File: config.mk
export PLATFORM = sky130hd
export DESIGN_NAME = hir_kernel_launcher_flat
export DESIGN_NICKNAME = d
export VERILOG_FILES = /design/src/rtl/hir_launch_pkg.sv /design/src/rtl/hir_kernel_launcher_if.sv /design/src/rtl/hir_addr_relocate.sv /design/src/rtl/hir_kernel_launcher.sv /design/src/flat_wrapper.sv
export SDC_FILE = /design/constraint.sdc
export NUM_CORES = 1
export LEC_CHECK = 0
export BUFFER_PORTS_ARGS = -buffer_cell sky130_fd_sc_hd__buf_2
export CAP_MARGIN = 20
export CORE_AREA = 2 2 134 136
export DETAILED_ROUTE_END_ITERATION = 7
export DIE_AREA = 0 0 136 138
export GPL_ROUTABILITY_DRIVEN = 0
export RECOVER_POWER = 25
export SYNTH_ARGS = -nofsm -noshare
export SYNTH_HDL_FRONTEND = slang
export SYNTH_HIERARCHICAL = 1
export SYNTH_SLANG_ARGS = --single-unit
File: constraint.sdc
create_clock -name clk -period 1.8 [get_ports clk]
set_input_delay 0.18 -clock clk [delete_from_list [all_inputs] [get_ports clk]]
set_output_delay 0.18 -clock clk [all_outputs]
set_load 0.02 [all_outputs]
File: src/rtl/hir_launch_pkg.sv
// hir_launch_pkg: launcher FSM state type and default port widths shared by the launcher slice
package hir_launch_pkg;
  localparam int DEF_ADDR_W = 7;
  localparam int DEF_RD_DATA_W = 32;
  localparam int DEF_WR_DATA_W = 64;
  typedef enum logic [1:0] {IDLE, START, RUN, DONE} state_t;
endpackage

File: src/rtl/hir_kernel_launcher_if.sv
// hir_kernel_launcher_if: launch command channel; cmd_valid/cmd_ready handshake carrying the three per-launch base addresses
interface hir_kernel_launcher_if #(parameter int ADDR_W = hir_launch_pkg::DEF_ADDR_W);
  logic cmd_valid;
  logic cmd_ready;
  logic [ADDR_W-1:0] cmd_rd_base0;
  logic [ADDR_W-1:0] cmd_rd_base1;
  logic [ADDR_W-1:0] cmd_wr_base;
  modport master (output cmd_valid, cmd_rd_base0, cmd_rd_base1, cmd_wr_base, input cmd_ready);
  modport slave (input cmd_valid, cmd_rd_base0, cmd_rd_base1, cmd_wr_base, output cmd_ready);
endinterface

File: src/rtl/hir_addr_relocate.sv
// hir_addr_relocate: one memory port; k_addr+base -> m_addr (mod 2^ADDR_W), k_en gated by gate -> m_en, stray flags k_en while not busy
module hir_addr_relocate #(
  parameter int ADDR_W = hir_launch_pkg::DEF_ADDR_W
) (
  input  logic [ADDR_W-1:0] k_addr,
  input  logic [ADDR_W-1:0] base,
  input  logic              k_en,
  input  logic              busy,
  input  logic              gate,
  output logic [ADDR_W-1:0] m_addr,
  output logic              m_en,
  output logic              stray
);
  assign m_addr = k_addr + base;
  assign m_en = k_en & gate;
  assign stray = k_en & ~busy;
endmodule

File: src/rtl/hir_kernel_launcher.sv
// hir_kernel_launcher: launches one static-schedule HIR kernel per command and relocates its memory traffic
// ports: clk/rst; cmd (launch channel, slave); k_* kernel side (start, 2 read ports, 1 write port);
// m_* memory side (relocated, gated); busy/done/err_stray/launch_count status
module hir_kernel_launcher
  import hir_launch_pkg::*;
#(
  parameter int ADDR_W = DEF_ADDR_W,
  parameter int RD_DATA_W = DEF_RD_DATA_W,
  parameter int WR_DATA_W = DEF_WR_DATA_W,
  parameter int KERNEL_LATENCY = 8,
  parameter int CNT_W = 16
) (
  input  logic                 clk,
  input  logic                 rst,
  hir_kernel_launcher_if.slave cmd,
  output logic                 k_start,
  input  logic [ADDR_W-1:0]    k_addr0,
  input  logic [ADDR_W-1:0]    k_addr1,
  input  logic                 k_rd_en0,
  input  logic                 k_rd_en1,
  output logic [RD_DATA_W-1:0] k_rd_data0,
  output logic [RD_DATA_W-1:0] k_rd_data1,
  input  logic [ADDR_W-1:0]    k_addr2,
  input  logic                 k_wr_en2,
  input  logic [WR_DATA_W-1:0] k_wr_data2,
  output logic [ADDR_W-1:0]    m_addr0,
  output logic [ADDR_W-1:0]    m_addr1,
  output logic [ADDR_W-1:0]    m_addr2,
  output logic                 m_rd_en0,
  output logic                 m_rd_en1,
  output logic                 m_wr_en2,
  input  logic [RD_DATA_W-1:0] m_rd_data0,
  input  logic [RD_DATA_W-1:0] m_rd_data1,
  output logic [WR_DATA_W-1:0] m_wr_data2,
  output logic                 busy,
  output logic                 done,
  output logic                 err_stray,
  output logic [CNT_W-1:0]     launch_count
);
  localparam int LAT_W = $clog2(KERNEL_LATENCY + 1);
  state_t state;
  logic [LAT_W-1:0] cnt;
  logic [ADDR_W-1:0] base0, base1, base2;
  logic [2:0] stray;
  // busy is registered, so rst is folded in to force enables low in the reset cycle itself
  logic gate;
  assign gate = busy & ~rst;
  assign k_rd_data0 = m_rd_data0;
  assign k_rd_data1 = m_rd_data1;
  assign m_wr_data2 = k_wr_data2;
  hir_addr_relocate #(.ADDR_W(ADDR_W)) u_rel0 (.k_addr(k_addr0), .base(base0), .k_en(k_rd_en0), .busy(busy), .gate(gate), .m_addr(m_addr0), .m_en(m_rd_en0), .stray(stray[0]));
  hir_addr_relocate #(.ADDR_W(ADDR_W)) u_rel1 (.k_addr(k_addr1), .base(base1), .k_en(k_rd_en1), .busy(busy), .gate(gate), .m_addr(m_addr1), .m_en(m_rd_en1), .stray(stray[1]));
  hir_addr_relocate #(.ADDR_W(ADDR_W)) u_rel2 (.k_addr(k_addr2), .base(base2), .k_en(k_wr_en2), .busy(busy), .gate(gate), .m_addr(m_addr2), .m_en(m_wr_en2), .stray(stray[2]));
  // START plus RUN spans exactly KERNEL_LATENCY cycles: RUN leaves when cnt is about to reach 0
  always_ff @(posedge clk) begin
    if (rst) begin
      state <= IDLE;
      cnt <= '0;
      base0 <= '0;
      base1 <= '0;
      base2 <= '0;
      k_start <= 1'b0;
      done <= 1'b0;
      busy <= 1'b0;
      cmd.cmd_ready <= 1'b1;
      err_stray <= 1'b0;
      launch_count <= '0;
    end else begin
      err_stray <= err_stray | (|stray);
      k_start <= 1'b0;
      done <= 1'b0;
      case (state)
        IDLE: if (cmd.cmd_valid) begin
          base0 <= cmd.cmd_rd_base0;
          base1 <= cmd.cmd_rd_base1;
          base2 <= cmd.cmd_wr_base;
          state <= START;
          k_start <= 1'b1;
          busy <= 1'b1;
          cmd.cmd_ready <= 1'b0;
        end
        START: begin
          cnt <= LAT_W'(KERNEL_LATENCY - 1);
          state <= (KERNEL_LATENCY == 1) ? DONE : RUN;
          done <= (KERNEL_LATENCY == 1);
          busy <= (KERNEL_LATENCY != 1);
        end
        RUN: begin
          cnt <= cnt - 1'b1;
          if (cnt == LAT_W'(1)) begin
            state <= DONE;
            done <= 1'b1;
            busy <= 1'b0;
          end
        end
        DONE: begin
          launch_count <= launch_count + 1'b1;
          state <= IDLE;
          cmd.cmd_ready <= 1'b1;
        end
        default: state <= IDLE;
      endcase
    end
  end
endmodule

File: src/flat_wrapper.sv
// flat-port wrapper written by rule: the top's interface ports become plain ports
module hir_kernel_launcher_flat import hir_launch_pkg::*;
#(
  parameter int ADDR_W = DEF_ADDR_W,
  parameter int RD_DATA_W = DEF_RD_DATA_W,
  parameter int WR_DATA_W = DEF_WR_DATA_W,
  parameter int KERNEL_LATENCY = 8,
  parameter int CNT_W = 16
)
  (clk, rst, k_start, k_addr0, k_addr1, k_rd_en0, k_rd_en1, k_rd_data0, k_rd_data1, k_addr2, k_wr_en2, k_wr_data2, m_addr0, m_addr1, m_addr2, m_rd_en0, m_rd_en1, m_wr_en2, m_rd_data0, m_rd_data1, m_wr_data2, busy, done, err_stray, launch_count, cmd_cmd_valid, cmd_cmd_rd_base0, cmd_cmd_rd_base1, cmd_cmd_wr_base, cmd_cmd_ready);
  hir_kernel_launcher_if #(.ADDR_W(ADDR_W)) cmd_i ();
  input  logic clk;
  input  logic rst;
  output logic k_start;
  input  logic [ADDR_W-1:0] k_addr0;
  input  logic [ADDR_W-1:0] k_addr1;
  input  logic k_rd_en0;
  input  logic k_rd_en1;
  output logic [RD_DATA_W-1:0] k_rd_data0;
  output logic [RD_DATA_W-1:0] k_rd_data1;
  input  logic [ADDR_W-1:0] k_addr2;
  input  logic k_wr_en2;
  input  logic [WR_DATA_W-1:0] k_wr_data2;
  output logic [ADDR_W-1:0] m_addr0;
  output logic [ADDR_W-1:0] m_addr1;
  output logic [ADDR_W-1:0] m_addr2;
  output logic m_rd_en0;
  output logic m_rd_en1;
  output logic m_wr_en2;
  input  logic [RD_DATA_W-1:0] m_rd_data0;
  input  logic [RD_DATA_W-1:0] m_rd_data1;
  output logic [WR_DATA_W-1:0] m_wr_data2;
  output logic busy;
  output logic done;
  output logic err_stray;
  output logic [CNT_W-1:0] launch_count;
  input wire logic [$bits(cmd_i.cmd_valid)-1:0] cmd_cmd_valid;
  input wire logic [$bits(cmd_i.cmd_rd_base0)-1:0] cmd_cmd_rd_base0;
  input wire logic [$bits(cmd_i.cmd_rd_base1)-1:0] cmd_cmd_rd_base1;
  input wire logic [$bits(cmd_i.cmd_wr_base)-1:0] cmd_cmd_wr_base;
  output wire logic [$bits(cmd_i.cmd_ready)-1:0] cmd_cmd_ready;
  assign cmd_i.cmd_valid = cmd_cmd_valid;
  assign cmd_i.cmd_rd_base0 = cmd_cmd_rd_base0;
  assign cmd_i.cmd_rd_base1 = cmd_cmd_rd_base1;
  assign cmd_i.cmd_wr_base = cmd_cmd_wr_base;
  assign cmd_cmd_ready = cmd_i.cmd_ready;
  hir_kernel_launcher #(.ADDR_W(ADDR_W), .RD_DATA_W(RD_DATA_W), .WR_DATA_W(WR_DATA_W), .KERNEL_LATENCY(KERNEL_LATENCY), .CNT_W(CNT_W)) u_core (.clk(clk), .rst(rst), .cmd(cmd_i), .k_start(k_start), .k_addr0(k_addr0), .k_addr1(k_addr1), .k_rd_en0(k_rd_en0), .k_rd_en1(k_rd_en1), .k_rd_data0(k_rd_data0), .k_rd_data1(k_rd_data1), .k_addr2(k_addr2), .k_wr_en2(k_wr_en2), .k_wr_data2(k_wr_data2), .m_addr0(m_addr0), .m_addr1(m_addr1), .m_addr2(m_addr2), .m_rd_en0(m_rd_en0), .m_rd_en1(m_rd_en1), .m_wr_en2(m_wr_en2), .m_rd_data0(m_rd_data0), .m_rd_data1(m_rd_data1), .m_wr_data2(m_wr_data2), .busy(busy), .done(done), .err_stray(err_stray), .launch_count(launch_count));
endmodule
==> impl_results.md, run 1 <==
* Status: complete, but fails checks
* Violated checks: negative setup slack
* Hold_sp: cmd_cmd_rd_base0[0]
* Iteration-0 DRC Markers at 40
* Synth area leaders: dfxtp_1, buf_4, ha_1, nand2_1, a21oi_1
* Total CTS buffers at 5
* PwrDens at 1080 mW/mm^2
* Top-Level Pins at 349
* Worst Path Buf+Inv at 2
* Seq cells post-synth at 48
* Critical path startpoint category: flip-flop
* Global route total overflow at 0
* Die height at 138 um
* Peak VDD IR at 432 uV
* Global-route wire length before repair at 15100 um
* Clk slew on worst S/H paths at 0.08 ns
* Final setup violation count at 11
* Die width at 136 um
* Fmax at 0.461 GHz
* Placeable Area at 0.0175 sq mm
* CP max FO at 2
* # port buffers at 92
* First-pass iteration count of the detailed router at 4
* Fin. Hold Viols at 0
* Post-route cell area at 0.00426 sq mm
* Mapped cell area at 0.00378 sq mm
* Setup CP Type: flip-flop to primary output
* Minimum clock period at 2.17 ns
* Initial antenna violation count at 0
* Post-synth top area share at 25.4%
* Area of the multi-input gates at 0.00198 sq mm
* Cells after synthesis at 463
* Max Cap Viol at 0
* Worst-Margin Slew at 0.367 ns
* Worst setup EP type: primary output
* Final Util at 24.3%
* Post-DP HPWL at 7870 um
* Min-Delay Path Class: input pin to flip-flop
* GRT Util Overall at 10.5%
* Vias in the first global route at 2779
* Register area at 978 sq um
* Final setup skew at 0.0168 ns
* Most frequent cells in the layout: buf_2, nand2_1, dfxtp_1
* Final WS setup at -0.369 ns
* EDFF count, synth at 0
* Unrepaired setup endpoints after global routing: true
* Num rows at 49
* R2R cell count at 5
* Slew headroom at 75.3%
* Reg2reg setup slack at 0.08 ns
* Root Driver: clkbuf_16
* Pleak at 1.82 nW
* CTS tree: yes
* Worst Path Arrival at 1.99 ns
* Maximum clock path buffer count at 2
* Reg2Reg Launch Point: u_core/state[0]
* Most common cell after layout, fill and taps aside: buf_2
* Highest-delay cell along the critical path: fa_2
* Via density at 4.19
* # fillers at 1961
* Yosys top cell by area: dfxtp_1
* Post-synth ARST share at 0%
* Synth unique cells at 46
* Ratio of cells with drive above 1 in the final layout at 41.8%
* Vias at 2855
* Synth Area per Inst at 8.17 sq um
* Nets at 655
* Worst-Skew Late Latency at 0.31 ns
* DP Area at 0.00372 sq mm
* Remaining DRCs at 0
* Htree depth at 2
* Critical path's largest stage delay at 0.37 ns
* Largest net degree at the start of global routing at 25
* Antenna viol nets, final at 0
* DIE AREA at 0.0188 sq mm
* Worst Hold Path EP: u_core/base0[0]
* CTS Sinks at 48
* Setup_tns at -2.20 ns
* Ant. Diodes at 0
* Synthesized Nets at 667
* Place WS at -0.106 ns
* Synth-to-layout area growth at 12.6%
* Sequential fraction of the synthesis area at 25.4%
* Initial Util at 21.6%
* CP Cell Sequence: ha_4 -> inv_2 -> fa_2 -> nor2b_4 -> o31a_1 -> o32ai_1 -> a311oi_2 -> buf_4
* Crit share post-route at 120%
* WP data required at 1.62 ns
* CP top delay family: adder cells
* Syn. warnings at 6
* Total Wirelength at 10400 um
* Worst hold path stage count at 3
* Routed WL per cell at 15.2 um
* Final Slew Violations at 0
* Ys flop type: dfxtp_1
* Final hold slack at 0.100 ns
* RR Endpoint: u_core/launch_count[15]
power breakdown:
| group | leakage [nW] | internal, W | switching [W] | total (W) |
|---|---|---|---|---|
| Combinational | 1.35 | 0.000947 | 0.00113 | 0.00208 |
| Clock | 0.0804 | 0.000662 | 0.000480 | 0.00114 |
| Sequential | 0.397 | 0.00124 | 0.000145 | 0.00138 |
metrics by stage:
stage / total power (W) / std cells
floorplan: 0.00300 / 463
global placement: 0.00316 / 666
detailed placement: 0.00318 / 666
CTS: 0.00457 / 677
global route: 0.00493 / 681
finish: 0.00460 / 681
layout make-up:
| class | instances | share of cell area [%] |
|---|---|---|
| multi-input cells | 255 | 46.5 |
| clock buffers | 5 | 2.94 |
| flip-flops and latches | 48 | 23.0 |
| clock inverters | 3 | 1.09 |
| well taps | 229 | 6.73 |
| repair buffers | 121 | 18.0 |
| inverters | 20 | 1.76 |
synth_stat cells (all sizes together) (2+ instances only):
master,n
a211oi,3
a21o,3
a21oi,38
a311oi,4
and2,4
buf,133
clkbuf,7
dfxtp,48
fa,3
ha,25
inv,20
mux2,2
mux2i,2
nand2,55
nand3,6
nand4,4
nor2,23
nor2b,10
nor3,7
nor4,4
o21a,3
o21ai,11
o21bai,4
o31a,3
o32ai,3
or3,6
xnor2,17
xor2,5
timing repair:
item,4_1_cts,5_1_grt
gates resized for setup,51,29
setup buffers,4,7
pin swaps,24,23
hold endpoints to repair,0,0
endpoints found under the setup margin,14,18
hold buffers,0,0
how the worst max path moves through the flow:
stage,from,end,slack (ns),cells past startpoint
after floorplan,u_core/base0[0],m_addr0[6],-0.09,7
after global placement,u_core/base1[0],m_addr1[6],-0.08,8
after detailed placement,u_core/base0[0],m_addr0[6],-0.11,8
after CTS,u_core/base0[0],m_addr0[6],-0.44,8
after global routing,u_core/base0[0],m_addr0[6],-0.45,8
final,u_core/base1[0],m_addr1[6],-0.37,8
cells by family (layout without fill, tap and decap cells):
group / count (synthesis) / in the layout / synth area share [%]
DFF: 48 / 48 / 25.4
muxes: 4 / 4 / 1.13
xor gates and xnor gates: 22 / 22 / 5.69
buffers and inverters: 160 / 149 / 28.8
and+or+nand+nor: 126 / 126 / 17.0
AOI/OAI and AO/OA: 75 / 75 / 12.1
adders and majority gates: 28 / 28 / 9.86
worst min-delay path, cell delays in order:
cell     delay, ns
buf_2         0.10
nand2_1       0.05
a21oi_1       0.05
registers in the layout, indices dropped and copies added (netlist names):
signal and cells:
u_core/base2 7, u_core/k_start 1, u_core/done 1, u_core/busy 1, u_core/base1 7, u_core/cnt 4, u_core/cmd.cmd_ready 1, u_core/launch_count 16
u_core/state 2, u_core/base0 7, u_core/err_stray 1
metal layers:
layer	routed length (um)	share of wire, %	GRT usage (%)
met5	0	0	1.59
met1	3940	38	11.1
met4	374	3.6	4.61
met2	4770	46	16.6
met3	1300	13	6.12
Power figures use the tool's default switching activity.
==> run 2, diff against run 1 <==
--- a/config.mk
+++ b/config.mk
@@ -5,12 +5,14 @@
 export SDC_FILE = /design/constraint.sdc
 export NUM_CORES = 1
 export LEC_CHECK = 0
+export ABC_AREA = 1
 export BUFFER_PORTS_ARGS = -buffer_cell sky130_fd_sc_hd__buf_2
 export CAP_MARGIN = 20
-export CORE_AREA = 2 2 134 136
+export CORE_AREA = 2 2 136 138
 export DETAILED_ROUTE_END_ITERATION = 7
-export DIE_AREA = 0 0 136 138
+export DIE_AREA = 0 0 138 140
 export GPL_ROUTABILITY_DRIVEN = 0
+export PLACE_DENSITY = 0.56
 export RECOVER_POWER = 25
 export SYNTH_ARGS = -nofsm -noshare
 export SYNTH_HDL_FRONTEND = slang
==> run 2 against run 1 <==
- the run still ends with negative setup slack left
- clock power about the same
- critical path depth increased by 1
- maximum frequency rose by 15%
- clock skew decreased by 0.013 ns
- worst setup slack better by 0.28 ns
- via count rose by 11%
- final cell count increased by 14%
- critical endpoint is now m_addr0[4]
==> impl_results.md, run 2 <==
* Critical path's largest stage delay at 0.35 ns
* Slew headroom at 79.5%
* Most frequent cells in the layout: nand2_1, nor2_1, buf_2
* Post-synth ARST share at 0%
* Total CTS buffers at 5
* PwrDens at 1280 mW/mm^2
* Die height at 140 um
* Largest family of logic cells by synthesized area: buffers and inverters
* Post-synth top area share at 24.2%
* Compound-Gate Fraction of Synth Area at 6.76%
* Simple-gate portion of the synthesized area at 24.4%
* Pleak at 2.09 nW
* Root Driver: clkbuf_16
* Final Util at 23.6%
* Post-DP HPWL at 9060 um
* Yosys top cell by area: buf_4
* Met3 global-route usage at 7.04%
* Die width at 138 um
* Ratio of cells with drive above 1 in the final layout at 30.4%
* Vias in the first global route at 2922
* Adder-Cell Fraction of Synth Area at 9.32%
* Minimum clock period at 1.89 ns
* Critical path startpoint category: flip-flop
* # port buffers at 92
* Unrepaired setup endpoints after global routing: true
* Top-Level Pins at 349
* Cell mode on critical path: nand2_2
* Synth-to-layout area growth at 5.07%
* Min-Delay Path Class: input pin to flip-flop
* Fmax at 0.529 GHz
* Max reg flops at 16
* Synth Area per Inst at 6.93 sq um
* GRT met2 Usage at 17.1%
* Initial antenna violation count at 0
* Largest net degree at the start of global routing at 29
* WP data required at 1.62 ns
* Worst Path Arrival at 1.71 ns
* Sequential fraction of the synthesis area at 24.0%
* Pwr Total at 0.00536 W
* Initial Util at 22.5%
* Seq cells post-synth at 48
* Total Wirelength at 11500 um
* Highest-delay cell along the critical path: dfxtp_2
* Synth area leaders: buf_4, dfxtp_1, nand2_1, nor2_1, ha_1
* Mux cell area share after synthesis at 0%
* GRT met1 Usage at 11.8%
* Iteration-0 DRC Markers at 110
* Worst-Skew Late Latency at 0.30 ns
* DIE AREA at 0.0193 sq mm
* Synth top cells by count: buf_4, nand2_1, nor2_1, inv_1, dfxtp_1
* Setup_tns at -0.480 ns
* Most flop-heavy register: u_core/launch_count
* Mapped cell area at 0.00400 sq mm
* Ant. Diodes at 0
* Final WS setup at -0.0918 ns
* Peak VDD IR at 435 uV
* CP top delay family: adder cells
* Synth unique cells at 33
* Vias at 3178
* Syn. warnings at 6
* Ys flop type: dfxtp_1
* Most common cell after layout, fill and taps aside: nand2_1
* Max Cap Viol at 0
* Routed WL per cell at 14.7 um
* Final Slew Violations at 0
* Placeable Area at 0.0178 sq mm
* Fin. Hold Viols at 0
* Clk slew on worst S/H paths at 0.07 ns
* Crit share post-route at 105%
* Cells after synthesis at 577
* CP max FO at 2
* Final setup violation count at 7
* Violated checks: negative setup slack
* Worst-Margin Slew at 0.308 ns
* Htree depth at 2
* GRT Util Overall at 11.2%
* Maximum clock path buffer count at 2
* Nets at 753
* Synthesized Nets at 781
* Worst setup EP type: primary output
* GRT Max-Usage Layer: met2
* Most common cell in the netlist: buf_4
* Setup CP Type: flip-flop to primary output
* Via density at 4.08
* CTS tree: yes
* Final setup skew at 0.00353 ns
* Synth Area in XOR/XNOR at 3.41%
* Remaining DRCs at 0
* CP Cell Sequence: ha_4 -> inv_2 -> fa_2 -> inv_2 -> nand2_2 -> nand2_2 -> nand2_2 -> xnor2_2 -> buf_4
* Hold buffers post-CTS at 0
* Status: complete, but fails checks
* CTS Sinks at 48
* EDFF count, synth at 0
* Global-route wire length before repair at 16700 um
* Antenna viol nets, final at 0
* Worst Path Buf+Inv at 3
* First-pass iteration count of the detailed router at 4
* Num rows at 49
* Global route total overflow at 0
-- run 2: changes by cell type after synthesis, moves of 7 or more --
cell / delta
a21oi_1: -22
inv_1: +48
nand2_1: +48
nand3_1: +14
nor2_1: +62
nor2b_1: -7
o21ai_0: +19
xnor2_1: -11
-- run 2: cells by family (layout without fill, tap and decap cells) --
family / after synthesis / in the layout
and+or+nand+nor: 229 / 229
buffers and inverters: 208 / 181
AOI/OAI and AO/OA: 51 / 51
DFF: 48 / 48
adders and majority gates: 28 / 28
xor gates and xnor gates: 13 / 13
-- run 2: worst register-to-register path: stages (launching register included) --
cell and delay (ns):
dfxtp_1 0.38, ha_1 0.33, nand2_1 0.12, nor2_1 0.16, nand2_1 0.09, nor2_1 0.14
nand2_1 0.06, nand2_1 0.06, nor2_1 0.04
-- run 2: routing by layer --
metal	wire length [um]	part of all wire (%)
met1	4290	37
met4	533	4.7
met3	1460	13
met5	44	0.38
met2	5130	45
-- run 2: area by class of cell --
type / instances / area (sq um)
fillers: 1991 / 13600
multi-input cells: 321 / 1930
flip-flops and latches: 48 / 965
well taps: 229 / 287
clock buffers: 6 / 139
clock inverters: 2 / 38.8
repair buffers: 103 / 581
inverters: 70 / 263
-- run 2: where the power goes --
part / switching (W) / total, W / leakage, nW / internal, W
clock: 0.000465 / 0.00116 / 0.0871 / 0.000698
sequential: 0.000180 / 0.00148 / 0.395 / 0.00130
combinational: 0.00160 / 0.00272 / 1.61 / 0.00112
-- run 2: what timing repair did --
item	4_1_cts	5_1_grt
pin swaps	9	11
resized for setup	29	27
setup buffers	2	3
setup endpoints to repair	7	13
-- run 2: final timing paths --
kind / endpoint / start / depth (start not counted) / slack (ns)
hold reg to reg: u_core/err_stray / u_core/err_stray / 2 / 0.49
hold / removal: u_core/base2[2] / cmd_cmd_wr_base[2] / 3 / 0.13
setup / recovery: m_addr0[4] / u_core/base0[0] / 9 / -0.09
setup reg to reg: u_core/launch_count[5] / u_core/state[1] / 8 / 0.33
-- run 2: per-stage QoR --
stage | instances | hold WS, ns | worst slack [ns] | cell area, sq um
floorplan | 577 | 0.345 | 0.111 | 4000
global placement | 766 | 0.360 | 0.0847 | 3770
detailed placement | 766 | 0.360 | 0.0325 | 3770
CTS | 776 | 0.115 | -0.236 | 4050
global route | 779 | 0.138 | -0.200 | 4200
finish | 779 | 0.129 | -0.0918 | 4200
==> run 3, diff against run 2 <==
--- a/config.mk
+++ b/config.mk
@@ -8,12 +8,13 @@
 export ABC_AREA = 1
 export BUFFER_PORTS_ARGS = -buffer_cell sky130_fd_sc_hd__buf_2
 export CAP_MARGIN = 20
-export CORE_AREA = 2 2 136 138
+export CORE_AREA = 2 2 137 139
 export DETAILED_ROUTE_END_ITERATION = 7
-export DIE_AREA = 0 0 138 140
+export DIE_AREA = 0 0 139 141
 export GPL_ROUTABILITY_DRIVEN = 0
 export PLACE_DENSITY = 0.56
 export RECOVER_POWER = 25
+export SKIP_CTS_REPAIR_TIMING = 1
 export SYNTH_ARGS = -nofsm -noshare
 export SYNTH_HDL_FRONTEND = slang
 export SYNTH_HIERARCHICAL = 1
==> run 3 against run 2 <==
- the run still ends with negative setup slack left
- clock-buffer cell count decreased by 1
- clock power is 17% lower
- critical path type unchanged
- worst setup slack got worse by 0.029 ns
- global-route usage fell by 0.44 points
- critical endpoint unchanged
- sequential share of layout area shrank 0.089 points
==> impl_results.md, run 3 (same netlist as run 2, synthesis figures left out) <==
* Status: complete, but fails checks
* Violated checks: negative setup slack
* Min-Delay Path Class: input pin to flip-flop
* Cell mode on critical path: nand2_2
* Total Wirelength at 11000 um
* CTS tree: yes
* Most common cell after layout, fill and taps aside: nand2_1
* Global-route wire length before repair at 16200 um
* Largest net degree at the start of global routing at 30
* CP Cell Sequence: ha_4 -> inv_2 -> fa_2 -> inv_2 -> nand2_2 -> nand2_2 -> nand2_2 -> xnor2_1 -> buf_4
* Minimum clock period at 1.92 ns
* Crit share post-route at 107%
* CTS Sinks at 48
* Setup_tns at -0.597 ns
* Slew headroom at 79.5%
* Final setup violation count at 7
* Antenna viol nets, final at 0
* Num rows at 50
* Htree depth at 2
* Vias at 3180
* Synth-to-layout area growth at 5.48%
* Final Slew Violations at 0
* Peak VDD IR at 492 uV
* Root Driver: clkbuf_16
* Via density at 4.03
* Post-route cell area at 0.00422 sq mm
* Fin. Hold Viols at 0
* GRT Util Overall at 10.8%
* Initial Util at 21.9%
* Initial antenna violation count at 1
* Max Cap Viol at 0
* Critical path startpoint category: flip-flop
* Place WS at 0.0844 ns
* Fmax at 0.521 GHz
* Final setup skew at 0.00533 ns
* Worst-Skew Late Latency at 0.30 ns
* First-pass iteration count of the detailed router at 4
* Critical path's largest stage delay at 0.36 ns
* Pleak at 2.08 nW
* Area of the multi-input gates at 0.00194 sq mm
* Register area at 965 sq um
* Die height at 141 um
* WP data required at 1.62 ns
* Nets at 757
* Top-Level Pins at 349
* Iteration-0 DRC Markers at 100
* Worst-Margin Slew at 0.304 ns
* Highest-delay cell along the critical path: fa_2
* Total CTS buffers at 5
* Worst Path Arrival at 1.74 ns
* Setup CP Type: flip-flop to primary output
* CP max FO at 2
* DIE AREA at 0.0196 sq mm
* PwrDens at 1230 mW/mm^2
* Routed WL per cell at 14.0 um
* Placeable Area at 0.0183 sq mm
* Worst setup EP type: primary output
* Most flop-heavy register: u_core/launch_count
* Remaining DRCs at 0
* Global route total overflow at 0
* Max reg flops at 16
* Die width at 139 um
* Post-DP HPWL at 8830 um
* Unrepaired setup endpoints after global routing: true
* # fillers at 2061
* Final WS setup at -0.120 ns
* Maximum clock path buffer count at 2
* Clk slew on worst S/H paths at 0.07 ns
* Final Util at 23.1%
* Most frequent cells in the layout: nand2_1, buf_2, nor2_1
* Vias in the first global route at 2928
* Ratio of cells with drive above 1 in the final layout at 31.4%
* Pwr Total at 0.00517 W
* # port buffers at 92
* DP Area at 0.00380 sq mm
run 3: cell type report:
class,instances,share of cell area [%]
flip-flops and latches,48,22.9
clock inverters,3,0.504
well taps,234,6.94
clock buffers,5,2.97
diodes,1,0.0593
repair buffers,107,14.4
inverters,70,6.23
multi-input cells,321,46.0
run 3: through the flow:
| stage | hold slack, ns | std cells |
|---|---|---|
| floorplan | 0.345 | 577 |
| global placement | 0.360 | 773 |
| detailed placement | 0.360 | 773 |
| CTS | 0.115 | 781 |
| global route | 0.130 | 788 |
| finish | 0.129 | 789 |
run 3: path summary, 6_finish.rpt:
kind,startpoint,to,slack (ns),cells past startpoint
setup / recovery,u_core/base0[0],m_addr0[4],-0.12,9
hold / removal,cmd_cmd_wr_base[4],u_core/base2[4],0.13,3
setup reg to reg,u_core/state[0],u_core/base0[3],0.29,6
hold reg to reg,u_core/err_stray,u_core/err_stray,0.47,2
run 3: per-layer routing:
layer | vias up | global-route usage [%] | routed length (um)
met1 | 1372 | 11.6 | 4330
met4 | 0 | 6.80 | 682
met3 | 53 | 7.34 | 1470
met5 | - | 0 | 0
met2 | 156 | 15.5 | 4560
li1 | 1599 | - | -
run 3: report_power, final:
part	switching, W	total (W)	internal, W
combinational	0.00160	0.00272	0.00112
sequential	0.000187	0.00149	0.00130
clock	0.000449	0.000968	0.000519
run 3: critical path, delay by kind of cell (launching register included):
kind                     cells  cell delay, ns
flip-flops                   1            0.35
adder cells (fa/ha/maj)      2            0.50
AND/OR/NAND/NOR              3            0.17
XOR/XNOR                     1            0.15
buffers and inverters        3            0.28
